File: src/rtl/i2s_tx_64x.sv
// I2S master transmitter, 64 bclk per stereo frame (32 slots per channel).
// Sample pairs enter a 1-deep holding register over valid/ready and are
// copied into the active registers at each frame boundary. Everything is
// clocked on posedge bclk. The only combinational output is in_ready.
module i2s_tx_64x #(
  parameter int DATA_WIDTH = 16
) (
  input  logic                  bclk,
  input  logic                  rst,
  input  logic                  en,
  input  logic                  in_valid,
  output logic                  in_ready,
  input  logic [DATA_WIDTH-1:0] in_left,
  input  logic [DATA_WIDTH-1:0] in_right,
  output logic                  lrclk,
  output logic                  sdout,
  output logic                  frame_start,
  output logic                  underrun
);

  typedef enum logic {
    ST_IDLE = 1'b0,
    ST_RUN  = 1'b1
  } state_t;

  state_t                state_reg, state_next;
  logic [5:0]            cnt_reg, cnt_next;
  logic [DATA_WIDTH-1:0] hold_l_reg, hold_l_next;
  logic [DATA_WIDTH-1:0] hold_r_reg, hold_r_next;
  logic                  hold_full_reg, hold_full_next;
  logic [DATA_WIDTH-1:0] active_l_reg, active_l_next;
  logic [DATA_WIDTH-1:0] active_r_reg, active_r_next;
  logic                  lrclk_reg, lrclk_next;
  logic                  sdout_reg, sdout_next;
  logic                  frame_start_reg, frame_start_next;
  logic                  underrun_reg, underrun_next;

  logic                  boundary;
  logic                  load;
  logic                  accept;
  logic                  advance;
  logic                  slot_bit;
  logic [31:0]           slot_l;
  logic [31:0]           slot_r;

  // While idle the counter is parked at 0, so an idle start and a running
  // wrap both arrive here as the c==0 boundary, and en decides either way.
  assign boundary = (cnt_reg == 6'd0);
  assign load     = boundary & en & hold_full_reg;
  assign in_ready = ~hold_full_reg | load;
  assign accept   = in_valid & in_ready;

  // Slot-indexed view of each active word: slot p carries bit DATA_WIDTH-p
  // for p in 1..DATA_WIDTH, and every other slot of the half-frame is 0.
  genvar gi;
  generate
    for (gi = 0; gi < 32; gi++) begin : g_slot
      if (gi >= 1 && gi <= DATA_WIDTH) begin : g_data
        assign slot_l[gi] = active_l_reg[DATA_WIDTH-gi];
        assign slot_r[gi] = active_r_reg[DATA_WIDTH-gi];
      end else begin : g_pad
        assign slot_l[gi] = 1'b0;
        assign slot_r[gi] = 1'b0;
      end
    end
  endgenerate

  assign slot_bit = cnt_reg[5] ? slot_r[cnt_reg[4:0]] : slot_l[cnt_reg[4:0]];

  // Next-state logic: frame sequencing, serial output, boundary load, handshake.
  always_comb begin
    state_next       = state_reg;
    cnt_next         = cnt_reg;
    hold_l_next      = hold_l_reg;
    hold_r_next      = hold_r_reg;
    hold_full_next   = hold_full_reg;
    active_l_next    = active_l_reg;
    active_r_next    = active_r_reg;
    lrclk_next       = 1'b0;
    sdout_next       = 1'b0;
    frame_start_next = 1'b0;
    underrun_next    = 1'b0;
    advance          = 1'b0;

    case (state_reg)
      ST_IDLE: begin
        if (en) begin
          state_next = ST_RUN;
          advance    = 1'b1;
        end
      end
      ST_RUN: begin
        // A frame in flight always completes; en is only looked at on c==0.
        if (boundary && !en) begin
          state_next = ST_IDLE;
        end else begin
          advance = 1'b1;
        end
      end
      default: state_next = ST_IDLE;
    endcase

    if (advance) begin
      lrclk_next = ~cnt_reg[5];
      sdout_next = slot_bit;
      cnt_next   = cnt_reg + 6'd1;
      if (boundary) begin
        frame_start_next = 1'b1;
        if (hold_full_reg) begin
          active_l_next = hold_l_reg;
          active_r_next = hold_r_reg;
        end else begin
          // Nothing queued: transmit silence for the whole frame.
          active_l_next = '0;
          active_r_next = '0;
          underrun_next = 1'b1;
        end
      end
    end else begin
      cnt_next = 6'd0;
    end

    // Accept after load so a same-cycle load+accept leaves hold_full set
    // with the new pair while the active regs took the old one.
    if (load) begin
      hold_full_next = 1'b0;
    end
    if (accept) begin
      hold_l_next    = in_left;
      hold_r_next    = in_right;
      hold_full_next = 1'b1;
    end
  end

  // State and output registers with synchronous active-low reset.
  always_ff @(posedge bclk) begin
    if (!rst) begin
      state_reg       <= ST_IDLE;
      cnt_reg         <= 6'd0;
      hold_l_reg      <= '0;
      hold_r_reg      <= '0;
      hold_full_reg   <= 1'b0;
      active_l_reg    <= '0;
      active_r_reg    <= '0;
      lrclk_reg       <= 1'b0;
      sdout_reg       <= 1'b0;
      frame_start_reg <= 1'b0;
      underrun_reg    <= 1'b0;
    end else begin
      state_reg       <= state_next;
      cnt_reg         <= cnt_next;
      hold_l_reg      <= hold_l_next;
      hold_r_reg      <= hold_r_next;
      hold_full_reg   <= hold_full_next;
      active_l_reg    <= active_l_next;
      active_r_reg    <= active_r_next;
      lrclk_reg       <= lrclk_next;
      sdout_reg       <= sdout_next;
      frame_start_reg <= frame_start_next;
      underrun_reg    <= underrun_next;
    end
  end

  assign lrclk       = lrclk_reg;
  assign sdout       = sdout_reg;
  assign frame_start = frame_start_reg;
  assign underrun    = underrun_reg;

endmodule

File: config.mk
export PLATFORM = sky130hd
export DESIGN_NAME = i2s_tx_64x
export DESIGN_NICKNAME = d
export VERILOG_FILES = /design/src/rtl/i2s_tx_64x.sv
export SDC_FILE = /design/constraint.sdc
export NUM_CORES = 1
export LEC_CHECK = 0
export ABC_AREA = 0
export ABC_CLOCK_PERIOD_IN_PS = 3150
export CELL_PAD_IN_SITES_DETAIL_PLACEMENT = 1
export CELL_PAD_IN_SITES_GLOBAL_PLACEMENT = 2
export CORE_MARGIN = 3
export CORE_UTILIZATION = 34
export DETAILED_ROUTE_END_ITERATION = 16
export PLACE_DENSITY = 0.83
export SYNTH_ARGS = -nofsm -noshare
export SYNTH_HDL_FRONTEND = slang
export SYNTH_SLANG_ARGS = --single-unit
File: constraint.sdc
create_clock -name bclk -period 3.15 [get_ports bclk]
set_input_delay 0.63 -clock bclk [delete_from_list [all_inputs] [get_ports bclk]]
set_output_delay 0.63 -clock bclk [all_outputs]
set_load 0.02 [all_outputs]
Word level (Yosys, flattened, before mapping):

Index checks and enable logic that the tools add are counted.

* register bits after elaboration: 76
* latch bits: 0
* logic and storage cells: 41
* input bits: 36
* memories kept: 0
* output and inout bits: 5
* bits in read-only memories: 0
* bits in writable memories: 0

* reductions and logical operators: 7
* $add $sub $neg: 1
* bitwise logic cells: 7
* shift operators: 0
* equal/unequal tests: 0
* div/mod/pow operators: 0
* magnitude comparators: 1
* muxes and demuxes: 14
* multiply operators: 0

Operators by type and width (number)
* 2-to-1 mux 16 bit: 2
* binary-select mux 1 bit (select 5 bit): 2
* 2-to-1 mux 1 bit: 9
* adder 6 x 1 -> 6 bit (second input constant): 1
* zero test 6 bit: 1
* < comparator 5 x 6 -> 1 bit (second input constant): 1
* AND reduction 2 bit: 2
* AND 1 bit: 3
* NOT 1 bit: 3
* AND reduction 3 bit: 1
* case mux 1 bit (2 select lines): 1
* nonzero test 2 bit: 1
* logical AND 1 bit: 1
* zero test 1 bit: 1
* OR 1 bit: 1

Depth between registers and ports, before layout:

* depth in word-level cells: 6
* mapped depth: 10
* mapped depth without buffers: 7

Worst setup path after synthesis:

OpenSTA, ideal clock, no wires.

* path type: reg2out
* from: register cnt_reg[0]
* to: output port in_ready
* stages on the path, launching flop included: 10
* buffers on the path: 3
* path slack: 0.467 ns
* required time: 2.520 ns
* arrival time: 2.053 ns
* cell sequence: dfxtp_1 > clkbuf_1 > clkbuf_1 > inv_1 > ha_1 > inv_1 > nor3_1 > nand2_1 > clkbuf_1 > nand2_1

* cells in the longest elaborated chain, start to end: 4

RTL lines
* start, declared: line 27 `logic [5:0] cnt_reg, cnt_next;`
* start signal, assigned: line 151 `cnt_reg <= cnt_next;`
* zero test 6 bit: line 48 `assign boundary = (cnt_reg == 6'd0);`
* AND 1 bit (2 in a row): line 49 `assign load = boundary & en & hold_full_reg;`
* OR 1 bit: line 50 `assign in_ready = ~hold_full_reg | load;`
* end, declared: line 12 `output logic in_ready,`

No other way between the ends.

Worst setup path after layout:

* from: register cnt_reg[1]
* to: output port in_ready

The elaborated chain is that of the path after synthesis.

==> metrics.log <==
INFO  metric critPathRequiredTime = approximately 2.5 ns
INFO  metric routabilityCongestion = about 0.85
INFO  metric ant_nets_after_route = 0
INFO  metric finalHoldViolations = 0
INFO  metric critPathKind = flip-flop to primary output
INFO  metric syn-cell-area = 0.00321 mm2
INFO  metric grt_antenna_before_repair = 0
INFO  metric reg_clk_slew_reported_paths = ~0.08 ns
INFO  metric antenna_cells_inserted = 0
INFO  metric syn-instance-count = 338
INFO  metric hold_path.class = flip-flop to flip-flop
INFO  metric fp.dieH = just over 100 um
INFO  metric grt_pass1_vias = ~2.4k
INFO  metric max_cap_violations = 0
INFO  metric cp.arrival = ~2.3 ns
INFO  metric top_usage_layer = met2
INFO  metric power.density = 542 mW/mm2
INFO  metric layout_commonest_cell = sky130_fd_sc_hd__dfxtp_1
INFO  metric critical_path.max_fanout = 12
INFO  metric num_rows = 34
INFO  metric buffer_ports.inserted = 40
INFO  metric final_cell_count_no_fill = between 400 and 500
INFO  metric grt_start_max_net_pins = 35
INFO  metric timing.setup.tns = 0 ns
INFO  metric fin_ws = approximately 0.23 ns
INFO  metric drtPass1Iterations = 4
INFO  metric cts_setup_buffers = 0
INFO  metric min_period_over_period = just over 90%
INFO  metric fin_crit = around 2.9 ns
INFO  metric start_kind = flip-flop
INFO  metric yosysWarningCount = 0
INFO  metric core_area = approximately 0.0089 mm2
INFO  metric floorplan.die.width = approximately 100 um
INFO  metric design_power_total = between 2000 and 2500 uW
INFO  metric synth_fp_nets = roughly 380
INFO  metric ys_seq_elements = between 70 and 80
INFO  metric areaGrowthSynthToFinish = 22.0%
INFO  metric wl_per_cell = around 15 um
INFO  metric drt-total-wl = a little over 7000 um
INFO  metric slew_violations = 0
INFO  metric postSynthAreaPerCell = about 9.5 um2
INFO  metric vias_per_cell = 5.00
INFO  metric dp_slack = between 0.3 and 0.4 ns
INFO  metric most-common-layout-cells = 76 x sky130_fd_sc_hd__dfxtp_1, 40 x sky130_fd_sc_hd__clkdlybuf4s50_1, 37 x sky130_fd_sc_hd__nand2_1
INFO  metric clock_sinks = 76
INFO  metric cts_hold_buf = 0
INFO  metric start_util = 36.0%
INFO  metric critical_path_capture_point_type = primary output
INFO  metric outcome = finished clean
INFO  metric die_area = about 0.011 mm2
INFO  metric grt.total_usage = 14.7%
INFO  metric nets_final = roughly 400
INFO  metric design_area = between 0.003 and 0.004 mm2
INFO  metric peakVddDrop = approximately 0.00018 V
INFO  metric drive_above_1_share = under 10%
INFO  metric clock_tree_from_tritoncts = yes
INFO  metric grt_setup_unrepaired = false
INFO  metric ys_seq_area_share = around 47%
INFO  metric clock_buffers_created_by_tritoncts = 9
INFO  metric boundaryPins = just over 40
INFO  metric remaining_drc_errors = 0
INFO  metric cts-root-to-sink-buffers = 2
INFO  metric timing.final.setup_violations = 0
INFO  metric post-place-cells = roughly 470
INFO  metric max_clock_freq = between 0.3 and 0.4 GHz
INFO  metric globalRouteOverflowTotal = 0
INFO  metric grt_first_pass_wirelength = between 10,000 and 15,000 um
INFO  metric p_leak = roughly 0.0015 uW
INFO  metric detailedPlacementHpwl = slightly below 5000 um
INFO  metric placed_area = between 0.003 and 0.004 mm2
INFO  metric cts.htree.levels = 3
INFO  metric cts.root.buffer_cell = sky130_fd_sc_hd__clkbuf_8
INFO  metric yosysUniqueCellTypes = 33
INFO  metric global_route.usage.met1 = between 10% and 20%
INFO  metric worst_clock_skew = approximately 0.007 ns
INFO  metric fillCellCount = approximately 1.0k
INFO  metric grt_util_met2 = between 20% and 30%
INFO  metric gr-usage-met3 = under 10%
INFO  metric dr_total_vias = around 2.4k
INFO  metric drt_iter0_markers = between 90 and 100
INFO  metric clkLatencyLatePin = around 0.35 ns
INFO  metric slew-limit-headroom = 36.0%
INFO  metric worst_slew_pin_slew = around 0.96 ns
worst max-delay path: stages, from the launching register on:
cell and delay, ns:
sky130_fd_sc_hd__dfxtp_1 0.67, sky130_fd_sc_hd__inv_1 0.14, sky130_fd_sc_hd__ha_1 0.21, sky130_fd_sc_hd__inv_1 0.12
sky130_fd_sc_hd__nor3_2 0.07, sky130_fd_sc_hd__nand2_1 0.12, sky130_fd_sc_hd__nand2_1 0.07, sky130_fd_sc_hd__clkdlybuf4s50_1 0.55
final timing paths:
| kind | cells after the start | startpoint | slack [ns] | end |
|---|---|---|---|---|
| worst max-delay path | 7 | cnt_reg[1]$_SDFF_PN0_ | 0.23 | in_ready |
| worst min-delay path | 2 | active_r_reg[4]$_SDFFE_PN0P_ | 0.46 | active_r_reg[4]$_SDFFE_PN0P_ |
| worst max register to register | 8 | cnt_reg[1]$_SDFF_PN0_ | 0.42 | hold_r_reg[1]$_SDFFE_PN0P_ |
| worst min register to register | 2 | active_r_reg[4]$_SDFFE_PN0P_ | 0.46 | active_r_reg[4]$_SDFFE_PN0P_ |
cell usage after synthesis:
cell type                   number  area share [%]
sky130_fd_sc_hd__mux2_2          4             1.4
sky130_fd_sc_hd__o21ai_2         1            0.27
sky130_fd_sc_hd__or3_1           1            0.19
sky130_fd_sc_hd__nor3_1          3            0.47
sky130_fd_sc_hd__buf_2           3            0.47
sky130_fd_sc_hd__nor2_1          8            0.93
sky130_fd_sc_hd__nor4_1          2            0.39
sky130_fd_sc_hd__nor2b_1        36             7.0
sky130_fd_sc_hd__a221oi_1        1            0.27
sky130_fd_sc_hd__and3_1          1            0.19
sky130_fd_sc_hd__o22ai_1         2            0.39
sky130_fd_sc_hd__xor2_1          2            0.55
sky130_fd_sc_hd__xnor2_1         2            0.55
sky130_fd_sc_hd__clkbuf_1       22             2.6
sky130_fd_sc_hd__and2_1          4            0.78
sky130_fd_sc_hd__nand2_1        37             4.3
sky130_fd_sc_hd__a21oi_1         5            0.78
sky130_fd_sc_hd__ha_1            2            0.78
sky130_fd_sc_hd__o2111ai_1       1            0.27
sky130_fd_sc_hd__o21ai_0         1            0.16
sky130_fd_sc_hd__mux2i_1        32              10
sky130_fd_sc_hd__a2111oi_0       3            0.82
sky130_fd_sc_hd__o21ai_1         1            0.16
sky130_fd_sc_hd__a21boi_0       32             7.5
sky130_fd_sc_hd__nor4_4          1            0.66
sky130_fd_sc_hd__nand3_1        36             5.6
sky130_fd_sc_hd__inv_1           8            0.93
sky130_fd_sc_hd__a211oi_1        1            0.23
sky130_fd_sc_hd__nand2b_1        3            0.58
sky130_fd_sc_hd__o32ai_1         1            0.27
sky130_fd_sc_hd__mux4_2          3             2.1
sky130_fd_sc_hd__dfxtp_1        76              47
sky130_fd_sc_hd__buf_6           3             1.1
metal layers:
layer	part of all wire, %	routed length [um]
met5	0	0
met4	2.3	161
met3	3.3	238
met2	45	3190
met1	50	3550
what timing repair did:
action	4_1_cts	5_1_grt
endpoints found under the setup margin	0	1
resized for setup	0	1
endpoints found under the hold margin	0	0
cell type report:
class                   instances  area, um2  area share, %
inverters                       8       30.0          0.766
well taps                     108        135           3.45
clock inverters                 5        100           2.55
multi-input cells             226       1540           39.3
repair buffers                 48        460           11.7
flip-flops and latches         76       1520           38.8
clock buffers                  11        131           3.35
where the power goes:
part	total [uW]	switching [uW]	leakage [uW]	internal (uW)
Combinational	226	113	0.000725	113
Sequential	1020	22.0	0.000620	999
Clock	879	354	0.000117	525
stage by stage:
| stage | utilization [%] | hold slack, ns |
|---|---|---|
| after floorplan | - | 0.436 |
| after global routing | 43.9 | 0.496 |
| after global placement | 41.2 | 0.447 |
| after CTS | 43.8 | 0.467 |
| after detailed placement | 41.2 | 0.455 |
| final | 43.9 | 0.463 |
cells by family after synthesis:
group | after synthesis | share of synthesized area, %
AOI/OAI and AO/OA | 49 | 11.1
buffers and inverters | 36 | 5.03
adders and majority gates | 2 | 0.779
and+or+nand+nor | 132 | 21.2
muxes | 39 | 13.5
DFF | 76 | 47.4
xor gates and xnor gates | 4 | 1.09
Note: power is estimated with default switching activity, not from simulation.
